## src/rtl/regfile_wb_scheduler_if.sv

```systemverilog
// regfile_wb_scheduler_if: issue, write-back and register-file signal bundle for regfile_wb_scheduler
interface regfile_wb_scheduler_if;
  logic        issue_valid;
  logic [4:0]  issue_rs1, issue_rs2, issue_rd;
  logic        issue_uses_rs1, issue_uses_rs2, issue_writes_rd, issue_long;
  logic        issue_stall;
  logic        ex_wb_valid, ex_wb_ready;
  logic [4:0]  ex_wb_rd;
  logic [31:0] ex_wb_data;
  logic        mem_wb_valid, mem_wb_ready;
  logic [4:0]  mem_wb_rd;
  logic [31:0] mem_wb_data;
  logic        rf_we;
  logic [4:0]  rf_a3;
  logic [31:0] rf_wd3;
  logic [31:0] busy;
  modport master (
    output issue_valid, issue_rs1, issue_rs2, issue_rd, issue_uses_rs1, issue_uses_rs2,
           issue_writes_rd, issue_long, ex_wb_valid, ex_wb_rd, ex_wb_data,
           mem_wb_valid, mem_wb_rd, mem_wb_data,
    input  issue_stall, ex_wb_ready, mem_wb_ready, rf_we, rf_a3, rf_wd3, busy
  );
  modport slave (
    input  issue_valid, issue_rs1, issue_rs2, issue_rd, issue_uses_rs1, issue_uses_rs2,
           issue_writes_rd, issue_long, ex_wb_valid, ex_wb_rd, ex_wb_data,
           mem_wb_valid, mem_wb_rd, mem_wb_data,
    output issue_stall, ex_wb_ready, mem_wb_ready, rf_we, rf_a3, rf_wd3, busy
  );
endinterface

```

## src/rtl/regfile_wb_scheduler.sv

```systemverilog
// regfile_wb_scheduler: shares the register-file write port between execute and memory results and stalls issue on hazards with outstanding loads; REGFILE_WB_STARVE_GUARD_EN enables the memory starvation guard
module regfile_wb_scheduler #(
  parameter int STARVE_LIMIT = 4,
  parameter int MAX_PENDING  = 2
) (
  input logic clk,
  input logic rst,
  regfile_wb_scheduler_if.slave bus
);
  if (STARVE_LIMIT < 1 || STARVE_LIMIT > 15 || MAX_PENDING < 1 || MAX_PENDING > 7) begin : g_bad_params
    $error("regfile_wb_scheduler: parameter out of range");
  end
  logic [31:0] busy_q, busy_nxt, clr_mask, set_mask;
  logic [2:0]  pending, pending_nxt;
  logic        rf_we_q, mem_src, starve_fire, ex_acc, mem_acc, long_acc;
  logic [4:0]  rf_a3_q, wb_rd;
  logic [31:0] rf_wd3_q, wb_data;
`ifdef REGFILE_WB_STARVE_GUARD_EN
  logic [3:0] starve;
  assign starve_fire = starve == 4'(STARVE_LIMIT);
  // count cycles a memory result has been refused; any accept or idle cycle restarts it
  always_ff @(posedge clk)
    starve <= rst ? 4'd0 : (bus.mem_wb_valid && !bus.mem_wb_ready) ? starve + 4'd1 : 4'd0;
`else
  assign starve_fire = 1'b0;
`endif
  // hazard check against registered scoreboard, port arbitration and next-state terms
  always_comb begin
    bus.issue_stall = bus.issue_valid && (
      (bus.issue_uses_rs1 && busy_q[bus.issue_rs1]) ||
      (bus.issue_uses_rs2 && busy_q[bus.issue_rs2]) ||
      (bus.issue_writes_rd && busy_q[bus.issue_rd]) ||
      (bus.issue_long && pending == 3'(MAX_PENDING)));
    bus.ex_wb_ready  = !starve_fire;
    bus.mem_wb_ready = !bus.ex_wb_valid || starve_fire;
    ex_acc   = bus.ex_wb_valid && bus.ex_wb_ready;
    mem_acc  = bus.mem_wb_valid && bus.mem_wb_ready;
    long_acc = bus.issue_valid && !bus.issue_stall && bus.issue_long;
    wb_rd    = mem_acc ? bus.mem_wb_rd : bus.ex_wb_rd;
    wb_data  = mem_acc ? bus.mem_wb_data : bus.ex_wb_data;
    clr_mask = (rf_we_q && mem_src) ? 32'd1 << rf_a3_q : 32'd0;
    set_mask = (long_acc && bus.issue_writes_rd) ? 32'd1 << bus.issue_rd : 32'd0;
    busy_nxt = ((busy_q & ~clr_mask) | set_mask) & ~32'd1;
    pending_nxt = long_acc ? (mem_acc ? pending : pending + 3'd1)
                : (mem_acc && pending != 3'd0) ? pending - 3'd1 : pending;
  end
  // register the winning write-back and update the scoreboard
  always_ff @(posedge clk)
    if (rst) begin
      rf_we_q  <= 1'b0;
      rf_a3_q  <= 5'd0;
      rf_wd3_q <= 32'd0;
      mem_src  <= 1'b0;
      busy_q   <= 32'd0;
      pending  <= 3'd0;
    end else begin
      rf_we_q <= (ex_acc || mem_acc) && wb_rd != 5'd0;
      if (ex_acc || mem_acc) begin
        rf_a3_q  <= wb_rd;
        rf_wd3_q <= wb_data;
        mem_src  <= mem_acc;
      end
      busy_q  <= busy_nxt;
      pending <= pending_nxt;
    end
  assign bus.rf_we  = rf_we_q;
  assign bus.rf_a3  = rf_a3_q;
  assign bus.rf_wd3 = rf_wd3_q;
  assign bus.busy   = busy_q;
endmodule

```

## src/flat_wrapper.sv

```systemverilog
// flat-port wrapper written by rule: the top's interface ports become plain ports
module regfile_wb_scheduler_flat 
#(
  parameter int STARVE_LIMIT = 4,
  parameter int MAX_PENDING  = 2
)
  (clk, rst, bus_issue_valid, bus_issue_rs1, bus_issue_rs2, bus_issue_rd, bus_issue_uses_rs1, bus_issue_uses_rs2, bus_issue_writes_rd, bus_issue_long, bus_ex_wb_valid, bus_ex_wb_rd, bus_ex_wb_data, bus_mem_wb_valid, bus_mem_wb_rd, bus_mem_wb_data, bus_issue_stall, bus_ex_wb_ready, bus_mem_wb_ready, bus_rf_we, bus_rf_a3, bus_rf_wd3, bus_busy);
  regfile_wb_scheduler_if bus_i ();
  input logic clk;
  input logic rst;
  input wire logic [$bits(bus_i.issue_valid)-1:0] bus_issue_valid;
  input wire logic [$bits(bus_i.issue_rs1)-1:0] bus_issue_rs1;
  input wire logic [$bits(bus_i.issue_rs2)-1:0] bus_issue_rs2;
  input wire logic [$bits(bus_i.issue_rd)-1:0] bus_issue_rd;
  input wire logic [$bits(bus_i.issue_uses_rs1)-1:0] bus_issue_uses_rs1;
  input wire logic [$bits(bus_i.issue_uses_rs2)-1:0] bus_issue_uses_rs2;
  input wire logic [$bits(bus_i.issue_writes_rd)-1:0] bus_issue_writes_rd;
  input wire logic [$bits(bus_i.issue_long)-1:0] bus_issue_long;
  input wire logic [$bits(bus_i.ex_wb_valid)-1:0] bus_ex_wb_valid;
  input wire logic [$bits(bus_i.ex_wb_rd)-1:0] bus_ex_wb_rd;
  input wire logic [$bits(bus_i.ex_wb_data)-1:0] bus_ex_wb_data;
  input wire logic [$bits(bus_i.mem_wb_valid)-1:0] bus_mem_wb_valid;
  input wire logic [$bits(bus_i.mem_wb_rd)-1:0] bus_mem_wb_rd;
  input wire logic [$bits(bus_i.mem_wb_data)-1:0] bus_mem_wb_data;
  output wire logic [$bits(bus_i.issue_stall)-1:0] bus_issue_stall;
  output wire logic [$bits(bus_i.ex_wb_ready)-1:0] bus_ex_wb_ready;
  output wire logic [$bits(bus_i.mem_wb_ready)-1:0] bus_mem_wb_ready;
  output wire logic [$bits(bus_i.rf_we)-1:0] bus_rf_we;
  output wire logic [$bits(bus_i.rf_a3)-1:0] bus_rf_a3;
  output wire logic [$bits(bus_i.rf_wd3)-1:0] bus_rf_wd3;
  output wire logic [$bits(bus_i.busy)-1:0] bus_busy;
  assign bus_i.issue_valid = bus_issue_valid;
  assign bus_i.issue_rs1 = bus_issue_rs1;
  assign bus_i.issue_rs2 = bus_issue_rs2;
  assign bus_i.issue_rd = bus_issue_rd;
  assign bus_i.issue_uses_rs1 = bus_issue_uses_rs1;
  assign bus_i.issue_uses_rs2 = bus_issue_uses_rs2;
  assign bus_i.issue_writes_rd = bus_issue_writes_rd;
  assign bus_i.issue_long = bus_issue_long;
  assign bus_i.ex_wb_valid = bus_ex_wb_valid;
  assign bus_i.ex_wb_rd = bus_ex_wb_rd;
  assign bus_i.ex_wb_data = bus_ex_wb_data;
  assign bus_i.mem_wb_valid = bus_mem_wb_valid;
  assign bus_i.mem_wb_rd = bus_mem_wb_rd;
  assign bus_i.mem_wb_data = bus_mem_wb_data;
  assign bus_issue_stall = bus_i.issue_stall;
  assign bus_ex_wb_ready = bus_i.ex_wb_ready;
  assign bus_mem_wb_ready = bus_i.mem_wb_ready;
  assign bus_rf_we = bus_i.rf_we;
  assign bus_rf_a3 = bus_i.rf_a3;
  assign bus_rf_wd3 = bus_i.rf_wd3;
  assign bus_busy = bus_i.busy;
  regfile_wb_scheduler #(.STARVE_LIMIT(STARVE_LIMIT), .MAX_PENDING(MAX_PENDING)) u_core (.clk(clk), .rst(rst), .bus(bus_i));
endmodule
```

## config.mk

```make
export PLATFORM = sky130hd
export DESIGN_NAME = regfile_wb_scheduler_flat
export DESIGN_NICKNAME = d
export VERILOG_FILES = /design/src/rtl/regfile_wb_scheduler_if.sv /design/src/rtl/regfile_wb_scheduler.sv /design/src/flat_wrapper.sv
export SDC_FILE = /design/constraint.sdc
export NUM_CORES = 1
export LEC_CHECK = 0
export ABC_AREA = 1
export CAP_MARGIN = 25
export CORE_ASPECT_RATIO = 0.7
export CORE_MARGIN = 4
export CORE_UTILIZATION = 28
export DETAILED_ROUTE_END_ITERATION = 7
export PLACE_DENSITY_LB_ADDON = 0.12
export SLEW_MARGIN = 20
export SYNTH_ARGS = -nofsm -noshare
export SYNTH_HDL_FRONTEND = slang
export SYNTH_SLANG_ARGS = --single-unit
```

## constraint.sdc

```tcl
create_clock -name clk -period 2.85 [get_ports clk]
set_clock_uncertainty 0.15 [all_clocks]
set_input_delay 0.57 -clock clk [delete_from_list [all_inputs] [get_ports clk]]
set_output_delay 0.57 -clock clk [all_outputs]
set_load 0.05 [all_outputs]
```

; Word level (Yosys, flattened, before mapping)
; Cells that the tools add are included.
[op_classes]
n_reduce_logical = 22
add_sub_neg = 2
bitwise = 3
shift = 2
n_eq_ne = 2
mux = 13
magnitude_cmp = 3
[op_table]
columns = op, count
row1 = 32-bit two-way mux, 3
row2 = "1-bit by 5-bit left shift with 32-bit output, first input constant", 2
row3 = 32-bit AND, 1
row4 = 32-bit inverter, 1
row5 = 32-bit OR, 1
row6 = "5-bit by 6-bit < comparator with 1-bit output, second input constant", 3
row7 = 1-bit binary-select mux with 5-bit select, 3
row8 = 1-bit logical AND, 12
row9 = 3-bit two-way mux, 3
row10 = 5-bit two-way mux, 1
row11 = 5-bit nonzero test, 1
row12 = 1-bit logical OR, 4
row13 = "3-bit by 1-bit adder with 3-bit output, second input constant", 1
row14 = "3-bit by 2-bit == test with 1-bit output, second input constant", 1
row15 = 1-bit two-way mux, 3
row16 = 3-bit nonzero test, 1
row17 = "3-bit by 1-bit subtractor with 3-bit output, second input constant", 1
row18 = 1-bit zero test, 2
row19 = "2-bit != test, second input constant", 1
row20 = 2-bit AND reduction, 1
row21 = 2-bit nonzero test, 1
[totals]
wordCells = 54
inputBits = 98
out_inout_bits = 73
register_bits = 74

; Longest topological paths before layout
; Gate-level depths: netlist of the first run.
[logic_depth]
ltp_word = 13
ltp_mapped = 19
depth_no_buf = 18

; Worst setup path before layout of the first run
; Ideal clock, no wire load.
[synth_path]
kind = input to output
from = input bus_issue_rd[1]
to = output bus_issue_stall
path_buffers = 1
setup_slack_ns = 0.030
required_ns = 2.130
path_stages = 11
arrival_ns = 2.100
path_cell_list = buf_4 -> inv_4 -> nor2_1 -> nand2_1 -> nand3_1 -> nand3_1 -> nand3_1 -> nand3_1 -> nand2_1 -> nor2_4 -> nor2_1
[synth_between]
elab_chain_len = 6
[synth_rtl]
columns = element, line
row1 = "start, declared", flat_wrapper.sv:14  ; input wire logic [$bits(bus_i.issue_rd)-1:0] bus_issue_rd;
row2 = 1-bit binary-select mux with 5-bit select, regfile_wb_scheduler.sv:32  ; (bus.issue_writes_rd && busy_q[bus.issue_rd]) ||
row3 = 1-bit two-way mux (not written as such), regfile_wb_scheduler.sv:32
row4 = 1-bit logical AND, regfile_wb_scheduler.sv:32
row5 = 1-bit logical OR, regfile_wb_scheduler.sv:31  ; (bus.issue_uses_rs2 && busy_q[bus.issue_rs2]) ||
row6 = 1-bit logical OR, regfile_wb_scheduler.sv:32
row7 = 1-bit logical AND, regfile_wb_scheduler.sv:29  ; bus.issue_stall = bus.issue_valid && (
row8 = "end, declared", flat_wrapper.sv:25  ; output wire logic [$bits(bus_i.issue_stall)-1:0] bus_issue_stall;
; No other way between the ends. The select of a mux whose other input is x is not followed.

; Worst setup path in the final report of the first run
[layout_path]
from = input bus_issue_rs1[1]
to = output bus_issue_stall
[layout_between]
elab_chain_len = 7
[layout_rtl]
columns = element, line
row1 = "start, declared", flat_wrapper.sv:12  ; input wire logic [$bits(bus_i.issue_rs1)-1:0] bus_issue_rs1;
row2 = 1-bit binary-select mux with 5-bit select, regfile_wb_scheduler.sv:30  ; (bus.issue_uses_rs1 && busy_q[bus.issue_rs1]) ||
row3 = 1-bit two-way mux (not written as such), regfile_wb_scheduler.sv:30
row4 = 1-bit logical AND, regfile_wb_scheduler.sv:30
row5 = 1-bit logical OR, regfile_wb_scheduler.sv:30
row6 = 1-bit logical OR, regfile_wb_scheduler.sv:31
row7 = 1-bit logical OR, regfile_wb_scheduler.sv:32
row8 = 1-bit logical AND, regfile_wb_scheduler.sv:29
; No other way between the ends. The select of a mux whose other input is x is not followed.

==> results of run 1 <==
[metrics by stage]
stage               setup TNS, ns  hold WS [ns]  setup slack (ns)  utilization  instances
floorplan                       0         0.326            0.0301            -        779
global placement            -7.70         0.322            -0.416        0.425       1167
detailed placement          -8.68         0.322            -0.426        0.425       1167
CTS                             0         0.330            0.0145        0.448       1184
global route             -0.00903         0.374          -0.00903        0.449       1187
finish                          0         0.327             0.112        0.449       1187
[critical path: cells and delay by family]
kind / cells / cell delay [ns]
simple gates: 8 / 0.84
buf+inv: 3 / 0.58
[area by class of cell]
class / instances / area, µm² / share of cell area
Multi-Input combinational cell: 562 / 2510 / 0.354
Clock inverter: 5 / 128 / 0.0180
Clock buffer: 11 / 233 / 0.0328
Tap cell: 220 / 275 / 0.0388
Timing Repair inverter: 2 / 10.0 / 0.00141
Timing Repair Buffer: 212 / 2080 / 0.293
Sequential cell: 73 / 1460 / 0.206
Inverter: 102 / 395 / 0.0558
[where the power goes]
part           switching [mW]  internal [mW]
Combinational           0.457          0.328
Clock                   0.431          0.945
Sequential             0.0305           1.07
Total                   0.918           2.34
[flip-flops by register name, summed over array words and instances (netlist names)]
name / flops
u_core.bus.rf_wd3: 32
u_core.bus.busy: 31
u_core.bus.rf_a3: 5
u_core.pending: 3
u_core.bus.rf_we: 1
u_core.mem_src: 1
[worst max-delay path by stage]
stage	startpoint	end	slack, ns	depth (start not counted)
2_1_floorplan	bus_issue_rd[1]	bus_issue_stall	0.03	11
3_3_place_gp	bus_issue_rs1[0]	bus_issue_stall	-0.42	12
3_5_place_dp	bus_issue_rs1[0]	u_core.pending[2]$_SDFFE_PP0P_	-0.43	19
4_1_cts	bus_issue_rs2[0]	bus_issue_stall	0.01	13
5_1_grt	bus_issue_rs1[1]	u_core.pending[2]$_SDFFE_PP0P_	-0.009	19
6_report	bus_issue_rs1[1]	bus_issue_stall	0.11	11
[kinds of logic after synthesis]
group	Yosys count	share of synthesized area
AOI/OAI and AO/OA	80	0.0923
adders and majority gates	1	0.00436
buffers and inverters	144	0.139
DFF	73	0.318
muxes	1	0.00218
other	2	0.00164
and+or+nand+nor	478	0.442
[synthesized netlist by cell type (all sizes together)]
cell and number:
nand2 290, nand3 139, inv 95, dfxtp 73
a21oi 38, nor2 33, o21ai 32, buf 24
clkbuf 18, nor3 12, clkinv 7, o31ai 7
nand4 3, conb 2, o211ai 2, a31oi 1
fa 1, mux2i 1, nor4 1
[routing by layer]
metal | vias to the layer above | wire length, µm | track usage
li1 | 2827 | - | -
met5 | - | 0 | 0
met3 | 12 | 1420 | 0.0398
met2 | 227 | 7090 | 0.259
met1 | 2410 | 9220 | 0.291
met4 | 0 | 160 | 0.0284
[timing repair]
action | in CTS | in global routing
cloned | 0 | 2
endpoints found under the setup margin | 2 | 2
resized for setup | 14 | 10
hold buffers | 0 | 0
setup buffers | 1 | 1
pin swaps | 1 | 0
==> flow_metrics.env, run 1 <==
export IMPL_status="finished, final reports clean"
export IMPL_grt_pass1_wl_mm=27.5
export IMPL_remaining_drc_errors=0
export IMPL_synth_top_area_cell="dfxtp_1"
export IMPL_min_path_cells=2
export IMPL_cp_cell_sequence="dlygate4sd2_1 > buf_6 > nand3_1 > nand3_1 > nand3_1 > nand3_1 > nand3_1 > nand2_2 > nor2_4 > nor2_4 > buf_12"
export IMPL_power_total_mw=3.26
export IMPL_tightest_slew_ns=0.630
export IMPL_vias=5476
export IMPL_ys_seq_area_frac=0.318
export IMPL_nFillCells=1701
export IMPL_ys_ff_latch=73
export IMPL_synth_net_count=878
export IMPL_p_per_area_nw_per_um2=460
export IMPL_setup_viol=0
export IMPL_layout_common_cells="nand2_1, clkdlybuf4s50_1, nand3_1, inv_1, dfxtp_1"
export IMPL_crit_type="primary input to output pin"
export IMPL_ys_top_cells_by_area="dfxtp_1, nand2_1, nand3_1"
export IMPL_synth_top_area_share=0.318
export IMPL_cts_tree="done"
export IMPL_drive_gt1_frac=0.0848
export IMPL_r2r_end="u_core.pending[2]$_SDFFE_PP0P_"
export IMPL_wl_per_cell_um=15.1
export IMPL_die_h_um=115
export IMPL_insertion_delay_ns=0.33
export IMPL_overflow=0
export IMPL_antenna_found_initial=0
export IMPL_fmax_mhz=365
export IMPL_place_gp_congestion=0.921
export IMPL_crit_top_cell="nand3_1"
export IMPL_diodes=0
export IMPL_grt_util_all_layers=0.185
export IMPL_floorplan_rows=38
export IMPL_yosysWarnings=0
export IMPL_place_area_um2=6700
export IMPL_ir_drop_v=0.000316
export IMPL_hold_viol=0
export IMPL_routed_via_density=4.61
export IMPL_ctsRootBufferMaster="clkbuf_16"
export IMPL_critPathSlowestCell="dlygate4sd2_1"
export IMPL_core_area_um2=15800
export IMPL_totalWireLength_mm=17.9
export IMPL_cap_violations=0
export IMPL_regToRegStartpoint="u_core.bus.busy[14]$_SDFF_PP0_"
export IMPL_grt_pass1_vias=4827
export IMPL_drtPass1Iterations=5
export IMPL_critPathCaptureType="output pin"
export IMPL_post_route_min_period_ns=2.74
export IMPL_p_leak_nw=3.21
export IMPL_hpwl_mm=13.7
export IMPL_hold_path_end="u_core.bus.busy[16]$_SDFF_PP0_"
export IMPL_dr_first_iter_drc_count=541
export IMPL_path_clk_slew_ns=0.05
export IMPL_htreeDepth=3
export IMPL_reg2regPathDepth=18
export IMPL_synthCells=779
export IMPL_final_common_cell="nand2_1"
export IMPL_ant_nets=0
export IMPL_hold_class="flip-flop to flip-flop"
export IMPL_cts_buffers=9
export IMPL_yosysUniqueCellTypes=30
export IMPL_min_from="u_core.bus.busy[16]$_SDFF_PP0_"
export IMPL_syn_avg_cell_area_um2=5.90
export IMPL_cp_max_fo=7
export IMPL_fin_nets=1061
export IMPL_numPortBuffers=168
export IMPL_die_w_um=161
export IMPL_cts_buffer_depth=2
export IMPL_start_util=0.291
export IMPL_clkSinkCount=73
export IMPL_slew_viol_final=0
export IMPL_max_slew_margin=0.579
export IMPL_syn_cell_area_um2=4590
export IMPL_max_stage_delay_ns=0.28
export IMPL_finish_instance_area_um2=7090
export IMPL_r2r_slack_ns=0.35
export IMPL_crit_arrival_ns=2.02
export IMPL_timing_final_crit_share=0.961
export IMPL_dieArea_um2=18600
export IMPL_required_ns=2.13
export IMPL_boundaryPins=171
export IMPL_grt_max_degree=39
export IMPL_area_delta_synth_final_pct=54.3
export IMPL_cp_start_kind="primary input"
Note: power is estimated with default switching activity, not from simulation.
==> run 2, diff against run 1 <==
--- a/config.mk
+++ b/config.mk
@@ -9,9 +9,10 @@
 export CAP_MARGIN = 25
 export CORE_ASPECT_RATIO = 0.7
 export CORE_MARGIN = 4
-export CORE_UTILIZATION = 28
+export CORE_UTILIZATION = 45
 export DETAILED_ROUTE_END_ITERATION = 7
 export PLACE_DENSITY_LB_ADDON = 0.12
+export SKIP_CTS_REPAIR_TIMING = 1
 export SLEW_MARGIN = 20
 export SYNTH_ARGS = -nofsm -noshare
 export SYNTH_HDL_FRONTEND = slang
==> run 2 against run 1 <==
Compared with the run above: final area down 1.7%; worst hold slack better by 0.0071 ns; maximum frequency down 1.3%; setup slack worse by 0.036 ns; largest cell class unchanged.
==> flow_metrics.env, run 2 (synthesis results as in run 1) <==
export IMPL_path_delay_family="simple AND/OR/NAND/NOR gates"
export IMPL_post_route_min_period_ns=2.77
export IMPL_remaining_drc_errors=0
export IMPL_critPathCaptureType="output pin"
export IMPL_area_delta_synth_final_pct=51.7
export IMPL_cap_violations=0
export IMPL_diodes=0
export IMPL_routed_via_density=5.31
export IMPL_min_path_cells=2
export IMPL_place_inst=1067
export IMPL_insertion_delay_ns=0.34
export IMPL_grt_pass1_vias=5281
export IMPL_floorplan_rows=30
export IMPL_path_clk_slew_ns=0.06
export IMPL_wl_per_cell_um=16.1
export IMPL_boundaryPins=171
export IMPL_die_w_um=129
export IMPL_critPathSlowestCell="dlymetal6s2s_1"
export IMPL_crit_arrival_ns=2.05
export IMPL_grt_pass1_wl_mm=26.9
export IMPL_p_per_area_nw_per_um2=481
export IMPL_cts_tree="done"
export IMPL_layout_common_cells="nand2_1, clkdlybuf4s50_1, nand3_1, inv_1, dfxtp_1"
export IMPL_crit_type="primary input to output pin"
export IMPL_crit_cells=12
export IMPL_drive_gt1_frac=0.0813
export IMPL_ir_drop_v=0.000376
export IMPL_die_h_um=92.5
export IMPL_place_gp_congestion=0.943
export IMPL_cp_cell_sequence="dlymetal6s2s_1 > buf_12 > nand2_1 > nand3_1 > nand3_1 > nand3_1 > nand3_1 > nand3_1 > nand2_2 > nor2_4 > nor2_2 > buf_12"
export IMPL_slew_viol_final=0
export IMPL_timing_final_crit_share=0.973
export IMPL_grt_max_degree=39
export IMPL_fin_cells=1087
export IMPL_max_stage_delay_ns=0.21
export IMPL_dieArea_um2=11900
export IMPL_cp_start_kind="primary input"
export IMPL_cts_buffer_depth=2
export IMPL_required_ns=2.13
export IMPL_max_slew_margin=0.563
export IMPL_ctsRootBufferMaster="clkbuf_16"
export IMPL_core_area_um2=9830
export IMPL_cp_num_buf_inv=3
export IMPL_crit_top_cell="nand3_1"
export IMPL_vias=5770
export IMPL_cts_buffers=9
export IMPL_clkSinkCount=73
export IMPL_tightest_slew_ns=0.654
export IMPL_setup_viol=0
export IMPL_hpwl_mm=13.2
export IMPL_start_util=0.467
export IMPL_antenna_found_initial=0
export IMPL_largest_reg_flops=32
export IMPL_preCtsSetupSlack_ns=-0.465
export IMPL_ant_nets=0
export IMPL_htreeDepth=3
export IMPL_fin_nets=1053
export IMPL_final_setup_worst_slack_ns=0.0756
export IMPL_overflow=0
export IMPL_drtPass1Iterations=5
export IMPL_fmax_mhz=360
export IMPL_dr_first_iter_drc_count=785
export IMPL_status="finished, final reports clean"
export IMPL_p_leak_nw=3.23
export IMPL_final_common_cell="nand2_1"
export IMPL_hold_viol=0
export IMPL_cp_max_fo=17
export IMPL_grt_util_all_layers=0.284
export IMPL_reg2regPathDepth=17
export IMPL_hold_class="flip-flop to flip-flop"
export IMPL_totalWireLength_mm=17.5
export IMPL_numPortBuffers=168
==> run 2: routing by layer <==
metal  vias to the layer above  track usage  routed length (µm)
met5                         -            0                   0
met4                         0       0.0673                 174
met3                        16       0.0911                2300
met2                       351        0.416                7530
met1                      2586        0.404                7470
li1                       2817            -                   -
==> run 2: stage by stage <==
step | area (µm²) | util | setup TNS (ns) | hold WS, ns | power, mW
2_1_floorplan | 4590 | - | 0 | 0.326 | 1.55
3_3_place_gp | 6520 | 0.663 | -6.75 | 0.322 | 1.86
3_5_place_dp | 6520 | 0.663 | -9.30 | 0.328 | 1.88
4_1_cts | 6910 | 0.702 | -0.469 | 0.334 | 3.35
5_1_grt | 6970 | 0.709 | -0.000534 | 0.356 | 3.48
6_report | 6970 | 0.709 | 0 | 0.334 | 3.35
==> run 2: final cells by class <==
| type | count | area, µm² |
|---|---|---|
| clock inverter | 7 | 166 |
| clock buffer | 9 | 225 |
| timing repair buffer | 206 | 2050 |
| fill | 858 | 2870 |
| tap | 128 | 160 |
| inverter | 102 | 393 |
| multi-input combinational | 562 | 2510 |
| sequential | 73 | 1460 |
==> run 2: where the power goes <==
| group | switching [mW] | total (mW) | internal [mW] |
|---|---|---|---|
| logic | 0.459 | 0.778 | 0.320 |
| registers | 0.0338 | 1.10 | 1.07 |
| clock network | 0.439 | 1.47 | 1.03 |
| total | 0.932 | 3.35 | 2.42 |
==> run 2: final timing paths <==
path         slack [ns]                        endpoint                           start
min reg2reg        0.33  u_core.bus.busy[16]$_SDFF_PP0_  u_core.bus.busy[16]$_SDFF_PP0_
max reg2reg        0.39  u_core.pending[2]$_SDFFE_PP0P_  u_core.bus.busy[10]$_SDFF_PP0_
max                0.08                 bus_issue_stall                bus_issue_rs1[0]
min                0.33  u_core.bus.busy[16]$_SDFF_PP0_  u_core.bus.busy[16]$_SDFF_PP0_
==> run 2: worst min-delay path, stage by stage, from the launching register on <==
cell     delay, ns
dfxtp_1       0.32
nand2_1       0.07
a21oi_1       0.05
==> run 3, diff against run 2 <==
--- a/config.mk
+++ b/config.mk
@@ -10,6 +10,7 @@
 export CORE_ASPECT_RATIO = 0.7
 export CORE_MARGIN = 4
 export CORE_UTILIZATION = 45
+export CTS_BUF_LIST = sky130_fd_sc_hd__clkbuf_8
 export DETAILED_ROUTE_END_ITERATION = 7
 export PLACE_DENSITY_LB_ADDON = 0.12
 export SKIP_CTS_REPAIR_TIMING = 1
==> constraint.sdc (replaced) <==
create_clock -name clk -period 3.2 [get_ports clk]
set_clock_uncertainty 0.15 [all_clocks]
set_input_delay 0.64 -clock clk [delete_from_list [all_inputs] [get_ports clk]]
set_output_delay 0.64 -clock clk [all_outputs]
set_load 0.05 [all_outputs]
==> run 3 against run 2 <==
Compared with the run above: flip-flop and latch count unchanged; wire length down 2.4%; non-clock buffer count is 7 lower; critical endpoint unchanged; via count shrank 0.10%; highest routed layer unchanged.
==> flow_metrics.env, run 3 (synthesis results as in run 1) <==
export IMPL_status="finished, final reports clean"
export IMPL_die_h_um=92.5
export IMPL_min_from="u_core.bus.busy[16]$_SDFF_PP0_"
export IMPL_ant_nets=0
export IMPL_path_clk_slew_ns=0.07
export IMPL_hpwl_mm=13.4
export IMPL_wl_met3_mm=2.10
export IMPL_final_setup_worst_slack_ns=0.114
export IMPL_ir_drop_v=0.000328
export IMPL_start_util=0.467
export IMPL_regToRegStartpoint="u_core.bus.busy[31]$_SDFF_PP0_"
export IMPL_p_leak_nw=3.10
export IMPL_finish_instance_area_um2=6780
export IMPL_crit_type="primary input to output pin"
export IMPL_met1_length_mm=7.52
export IMPL_r2r_slack_ns=0.70
export IMPL_drtPass1Iterations=5
export IMPL_final_common_cell="nand2_1"
export IMPL_cts_buffers=9
export IMPL_routed_via_density=5.34
export IMPL_hold_class="flip-flop to flip-flop"
export IMPL_grt_max_degree=39
export IMPL_grt_pass1_wl_mm=26.8
export IMPL_reg2regPathDepth=18
export IMPL_diodes=0
export IMPL_cp_cell_sequence="clkdlybuf4s50_1 > inv_1 > nand3_1 > nand3_1 > nand3_1 > nand3_1 > nand2_2 > nor2_4 > nor2_4 > buf_12"
export IMPL_largest_reg_flops=32
export IMPL_vias=5764
export IMPL_dr_wl_met2_mm=7.11
export IMPL_cap_violations=0
export IMPL_boundaryPins=171
export IMPL_cp_start_kind="primary input"
export IMPL_antenna_found_initial=0
export IMPL_drive_gt1_frac=0.0693
export IMPL_multiInputGateArea_um2=2520
export IMPL_overflow=0
export IMPL_totalWireLength_mm=17.1
export IMPL_max_slew_margin=0.591
export IMPL_numPortBuffers=168
export IMPL_place_area_um2=6500
export IMPL_post_route_min_period_ns=3.09
export IMPL_cp_max_fo=4
export IMPL_die_w_um=129
export IMPL_r2r_end="u_core.pending[2]$_SDFFE_PP0P_"
export IMPL_place_gp_congestion=0.983
export IMPL_hold_viol=0
export IMPL_wl_per_cell_um=15.8
export IMPL_grt_pass1_vias=5264
export IMPL_p_per_area_nw_per_um2=367
export IMPL_remaining_drc_errors=0
export IMPL_setup_viol=0
export IMPL_fin_nets=1046
export IMPL_crit_arrival_ns=2.30
export IMPL_ctsRootBufferMaster="clkbuf_8"
export IMPL_insertion_delay_ns=0.36
export IMPL_top_layer_used="met4"
export IMPL_area_delta_synth_final_pct=47.6
export IMPL_critPathSlowestCell="clkdlybuf4s50_1"
export IMPL_core_area_um2=9830
export IMPL_rsz0062_at_grt="false"
export IMPL_dieArea_um2=11900
export IMPL_slew_viol_final=0
export IMPL_dr_first_iter_drc_count=689
export IMPL_fmax_mhz=324
export IMPL_required_ns=2.41
export IMPL_hold_path_end="u_core.bus.busy[16]$_SDFF_PP0_"
export IMPL_floorplan_rows=30
export IMPL_final_seq_area_um2=1460
export IMPL_min_path_cells=2
export IMPL_clkSinkCount=73
export IMPL_nFillCells=892
export IMPL_grt_util_all_layers=0.283
export IMPL_timing_final_crit_share=0.965
export IMPL_tightest_slew_ns=0.612
export IMPL_critPathCaptureType="output pin"
export IMPL_layout_common_cells="nand2_1, clkdlybuf4s50_1, nand3_1, inv_1, dfxtp_1"
export IMPL_htreeDepth=3
export IMPL_cts_buffer_depth=2
export IMPL_preCtsSetupSlack_ns=-0.216
export IMPL_cts_tree="done"
export IMPL_max_stage_delay_ns=0.62
export IMPL_crit_top_cell="nand3_1"
run 3: changes by cell type in the layout (fill, tap and decap cells not counted), sizes merged:
cell           previous run  this run
buf                      40        33
bufinv                    5         2
clkdlybuf4s50           157       162
clkinv                    7         8
dlymetal6s2s              7         4
run 3: per-stage QoR:
step	std cells	hold slack, ns	total power [mW]	util	TNS, ns
3_5_place_dp	1062	0.334	1.67	0.661	-1.00
5_1_grt	1080	0.380	2.60	0.690	0
4_1_cts	1078	0.347	2.49	0.685	-0.164
3_3_place_gp	1062	0.327	1.66	0.661	-0.400
6_report	1080	0.345	2.49	0.690	0
2_1_floorplan	779	0.326	1.38	-	0
run 3: layout make-up:
type                            count  share of cell area
Timing Repair Buffer              199               0.298
Multi-Input combinational cell    562               0.371
Inverter                          102              0.0579
Clock buffer                       11              0.0223
Sequential cell                    73               0.215
Tap cell                          128              0.0236
Clock inverter                      5              0.0114
run 3: how the worst max path moves through the flow:
| stage | start | endpoint | slack, ns | cells past startpoint |
|---|---|---|---|---|
| detailed placement | bus_issue_rs2[0] | u_core.pending[2]$_SDFFE_PP0P_ | -0.22 | 18 |
| global route | bus_issue_rs1[1] | bus_issue_stall | 0.02 | 11 |
| CTS | bus_issue_rs2[0] | bus_issue_stall | -0.16 | 12 |
| floorplan | bus_issue_rd[1] | bus_issue_stall | 0.24 | 11 |
| global placement | bus_issue_rs2[0] | u_core.pending[2]$_SDFFE_PP0P_ | -0.15 | 18 |
| finish | bus_issue_rs2[2] | bus_issue_stall | 0.11 | 10 |
run 3: critical path, delay by kind of cell:
family	cells	cell delay (ns)
buffers and inverters	3	0.94
AND/OR/NAND/NOR	7	0.73
run 3: report_power, final:
group / leakage, nW / internal (mW) / switching (mW)
Combinational: 2.39 / 0.288 / 0.405
Sequential: 0.598 / 0.948 / 0.0304
Clock: 0.115 / 0.478 / 0.337
run 3: metal layers:
metal | vias up | GRT usage
li1 | 2797 | -
met1 | 2589 | 0.404
met4 | 0 | 0.0839
met5 | - | 0
met2 | 343 | 0.392
met3 | 35 | 0.108
